[src/rtl/usb_tx_sequencer.sv]
// USB packet transmit sequencer: emits SYNC, then LSB-first payload bits to the bit stuffer, then requests EOP.
// First SYNC bit the cycle after tx_start; one bit per cycle unless bs_stall holds the presented bit.
module usb_tx_sequencer (
    input  logic       clk,
    input  logic       RST,
    input  logic       tx_start,
    input  logic [7:0] tx_data,
    input  logic       tx_valid,
    input  logic       tx_last,
    output logic       tx_ready,
    output logic       bs_bit,
    output logic       bs_en,
    input  logic       bs_stall,
    output logic       bs_clr,
    output logic       eop_req,
    input  logic       eop_done,
    output logic       busy,
    output logic       err_underrun
);

    typedef enum logic [2:0] {
        IDLE     = 3'd0,
        SYNC     = 3'd1,
        DATA     = 3'd2,
        EOP      = 3'd3,
        EOP_WAIT = 3'd4
    } state_t;

    state_t      state_q, state_d;
    logic [2:0]  bcnt_q, bcnt_d;
    logic [7:0]  sr_q, sr_d;
    logic        last_q, last_d;
    logic        consume;
    logic        load;

    assign bs_en   = (state_q == SYNC) || (state_q == DATA);
    assign eop_req = (state_q == EOP);
    assign busy    = (state_q != IDLE);
    // SYNC is 0x80 sent LSB first: only the eighth bit is a one.
    assign bs_bit  = (state_q == SYNC) ? (bcnt_q == 3'd7) :
                     (state_q == DATA) ? sr_q[0] : 1'b0;

    always_comb begin
        state_d      = state_q;
        bcnt_d       = bcnt_q;
        sr_d         = sr_q;
        last_d       = last_q;
        tx_ready     = 1'b0;
        bs_clr       = 1'b0;
        err_underrun = 1'b0;
        consume      = bs_en && !bs_stall;
        // The next byte is fetched exactly as the final bit of SYNC or of a non-final byte leaves.
        load         = consume && (bcnt_q == 3'd7) &&
                       ((state_q == SYNC) || ((state_q == DATA) && !last_q));

        case (state_q)
            IDLE: begin
                if (tx_start) begin
                    bs_clr  = 1'b1;
                    bcnt_d  = 3'd0;
                    last_d  = 1'b0;
                    state_d = SYNC;
                end
            end
            SYNC: begin
                if (consume) begin
                    bcnt_d = bcnt_q + 3'd1;
                end
            end
            DATA: begin
                if (consume) begin
                    sr_d   = {1'b0, sr_q[7:1]};
                    bcnt_d = bcnt_q + 3'd1;
                    if ((bcnt_q == 3'd7) && last_q) begin
                        state_d = EOP;
                    end
                end
            end
            EOP: begin
                state_d = EOP_WAIT;
            end
            EOP_WAIT: begin
                if (eop_done) begin
                    state_d = IDLE;
                end
            end
            default: begin
                state_d = IDLE;
            end
        endcase

        if (load) begin
            tx_ready = 1'b1;
            if (tx_valid) begin
                sr_d    = tx_data;
                last_d  = tx_last;
                bcnt_d  = 3'd0;
                state_d = DATA;
            end else begin
                err_underrun = 1'b1;
                state_d      = EOP;
            end
        end

        if (RST) begin
            tx_ready     = 1'b0;
            bs_clr       = 1'b0;
            err_underrun = 1'b0;
        end
    end

    always_ff @(posedge clk) begin
        if (RST) begin
            state_q <= IDLE;
            bcnt_q  <= 3'd0;
            sr_q    <= 8'd0;
            last_q  <= 1'b0;
        end else begin
            state_q <= state_d;
            bcnt_q  <= bcnt_d;
            sr_q    <= sr_d;
            last_q  <= last_d;
        end
    end

endmodule
[config.mk]
export PLATFORM = sky130hd
export DESIGN_NAME = usb_tx_sequencer
export DESIGN_NICKNAME = d
export VERILOG_FILES = /design/src/rtl/usb_tx_sequencer.sv
export SDC_FILE = /design/constraint.sdc
export NUM_CORES = 1
export LEC_CHECK = 0
export BUFFER_PORTS_ARGS = -buffer_cell sky130_fd_sc_hd__buf_2
export CORE_AREA = 2 2 53 60
export CTS_CLUSTER_DIAMETER = 60
export DETAILED_ROUTE_END_ITERATION = 10
export DIE_AREA = 0 0 55 62
export SYNTH_ARGS = -nofsm -noshare
export SYNTH_HDL_FRONTEND = slang
export SYNTH_SLANG_ARGS = --single-unit
[constraint.sdc]
create_clock -name clk -period 4.59 [get_ports clk]
set_input_delay 0.918 -clock clk [delete_from_list [all_inputs] [get_ports clk]]
set_output_delay 0.918 -clock clk [all_outputs]
set_load 0.005 [all_outputs]
==> flow_summary_export.csv <==
group,metric,value,unit
status,status,"finished clean",
clock_tree,clock-sinks,15,
timing,worst_slew_pin_slew,0.612,ns
timing,skew,0.00521,ns
critical_path,r2r_cells,6,
yosys,yosys_warnings,0,
yosys,ys.flop_type,"dfxtp_1",
critical_path,cp_top_family,"flip-flops",
grt,grt_pass1_vias,743,
critical_path,worstSetupStartpointType,"flip-flop",
yosys,synth.largest_area_cell,"dfxtp_1",
yosys,syn_inst,101,
timing,hold_slack,0.492,ns
timing,period_needed,2.80,ns
yosys,synth_top_area_share,31.9,%
clock_tree,root_buffer,"clkbuf_4",
die,die-area,3410,um^2
place,io_buffers,21,
finish,multi_input_area,602,um^2
clock_tree,htreeDepth,1,
critical_path,critPathMaxFanout,16,
critical_path,critPathSlowestCell,"dfxtp_1",
clock_tree,cts_max_path_buffers,2,
yosys,ys_seq_area_share,31.9,%
timing,grt_setup_unrepaired,"no",
grt,gr-total-overflow,0,
critical_path,cp.required,3.67,ns
grt,grt_max_degree,19,
timing,relSlewSlack,59.2,%
finish,final_core_utilization,37.2,%
yosys,synth_edf_count,0,
grt,track_usage,13.7,%
yosys,yosys-top-cells-count,"dfxtp_1 (15), nor2_1 (14), a211oi_2 (7), mux2i_1 (7), a21oi_1 (5)",
clock_tree,cts_setup_buffers,0,
die,rows,21,
min_path,hp-class,"reg -> reg",
drt,wl,2.06,mm
finish,fill_cells,301,
timing,setup_violations,0,
yosys,async_flop_share,0,%
run,max-cap-violations,0,
critical_path,ff2ff_setup_slack,2.71,ns
min_path,whs_endpoint,"sr_q[7]",
finish,diodes,0,
clock_tree,cts_buffers,3,
critical_path,rr_endpoint,"state_q[0]",
drt,via_count,816,
clock_tree,clk_latency,0.29,ns
finish,syn_to_final_growth,14.4,%
die,ios,22,
power,p_leak,0.390,nW
timing,tns,0,ns
critical_path,timing.rr.start,"bcnt_q[0]",
drt,dr.pass1.iters,6,
min_path,whs_path_depth,2,
drt,routed_via_density,5.33,
timing,fmax,358,MHz
power,p_per_area,247,nW/um^2
yosys,ys_ff_latch,15,
die,die_h,62,um
power,ir_drop,0.0000817,V
timing,drv_slew,0,
critical_path,critPathMaxStageDelay,0.71,ns
drt,drc,0,
die,die_w,55,um
finish,finalNetCount,137,
place,place.gp.congestion,0.839,
drt,routedWlPerCell,13.5,um
yosys,yosysUniqueCellTypes,38,
yosys,synth_area,941,um^2
drt,drt_iter0_markers,15,
critical_path,crit_buf_inv,1,
clock_tree,holdBufCountCts,0,
die,initial_core_util,32.6,%
die,coreArea,2890,um^2
yosys,avgSynthCellArea,9.32,um^2
finish,drive_above_1_share,30.3,%
timing,fin_crit_sh,60.9,%
min_path,hp-start,"sr_q[7]",
timing,hold_violations,0,
yosys,yosysMostFrequentCell,"dfxtp_1",
clock_tree,ctsResizeCount,0,
yosys,syn-num-nets,118,
critical_path,end_kind,"output port",
place,dp_hpwl,1.50,mm
critical_path,cp.arrival,1.88,ns
clock_tree,cts_tree,"done",
critical_path,path_cells,"nor2b_2 > o211ai_1 > nor3_1 > buf_2",
finish,regArea,300,um^2
grt,antenna_found_initial,0,
clock_tree,path_clk_slew,0.09,ns
yosys,synth.top_cells.by_area,"dfxtp_1 (32%), a211oi_2 (9.3%), mux2i_1 (7.4%)",
grt,grt_first_pass_wirelength,3.38,mm
drt,ant_nets,0,
critical_path,criticalPathCategory,"reg -> out",
power,p_total,265,uW
## registers in the layout (all words and copies together), names as in the netlist
register / flops
bcnt_q: 3
last_q: 1
sr_q: 8
state_q: 3
## where the power goes
| part | total, mW | internal [mW] | switching, mW |
|---|---|---|---|
| clock | 0.0789 | 0.0339 | 0.0450 |
| combinational | 0.0418 | 0.0199 | 0.0219 |
| sequential | 0.145 | 0.133 | 0.0113 |
| total | 0.265 | 0.187 | 0.0783 |
## layer usage
layer,global-route usage [%],share of wire [%],wire length [um]
met5,0,0,0
met4,5.23,1.5,30
met3,2.15,5.1,106
met2,21.6,44,910
met1,18.8,49,1010
## metrics by stage
stage / instances / worst slack (ns) / cell area (um^2)
finish: 153 / 1.79 / 1080
floorplan: 101 / 1.99 / 941
detailed placement: 149 / 1.83 / 1050
global placement: 149 / 1.88 / 1050
global route: 153 / 1.63 / 1080
CTS: 153 / 1.78 / 1080
## worst min-delay path, cell delays in order (launching register included)
cell      delay [ns]
dfxtp_1         0.32
nand3b_1        0.07
a21oi_1         0.06
## layout by cell type (no fill, tap or decap), types with 2 or more instances in the layout
cell type | Yosys | layout
nor3_1 | 2 | 2
a22oi_1 | 2 | 2
nor4b_1 | 3 | 3
ha_1 | 2 | 2
a32oi_1 | 2 | 2
and2_1 | 2 | 2
dfxtp_1 | 15 | 15
a211oi_2 | 7 | 7
buf_2 | 1 | 21
nand3b_1 | 3 | 3
mux2i_1 | 7 | 7
nor2_1 | 14 | 14
nor2b_1 | 2 | 2
nand2_1 | 3 | 3
a21oi_1 | 5 | 5
nand2b_1 | 4 | 4
clkbuf_4 | 0 | 3
o21ai_0 | 4 | 4
## cells by family (layout without fill, tap and decap cells)
| group | count (synthesis) | after routing | synth area share (%) |
|---|---|---|---|
| muxes | 7 | 7 | 7.45 |
| buffers and inverters | 7 | 25 | 4.12 |
| DFF | 15 | 15 | 31.9 |
| xor gates and xnor gates | 1 | 1 | 0.931 |
| AOI/OAI and AO/OA | 29 | 29 | 27.7 |
| adders and majority gates | 2 | 2 | 2.66 |
| and+or+nand+nor | 40 | 40 | 25.3 |
## worst max-delay path by stage
stage                          start      endpoint  slack, ns  depth (start not counted)
after global placement      bs_stall  err_underrun       1.88                          5
after detailed placement    bs_stall  err_underrun       1.83                          5
after floorplan                  RST  err_underrun       1.99                          3
final                     state_q[0]  err_underrun       1.79                          4
after global routing      state_q[0]  err_underrun       1.63                          4
after CTS                 state_q[0]  err_underrun       1.78                          4
## area by class of cell
cell class | count | area share [%]
Sequential cell | 15 | 27.9
Clock buffer | 4 | 2.44
Multi-Input combinational cell | 79 | 55.9
Timing Repair Buffer | 21 | 9.77
Tap cell | 34 | 3.95
Note: power is estimated with default switching activity, not from simulation.
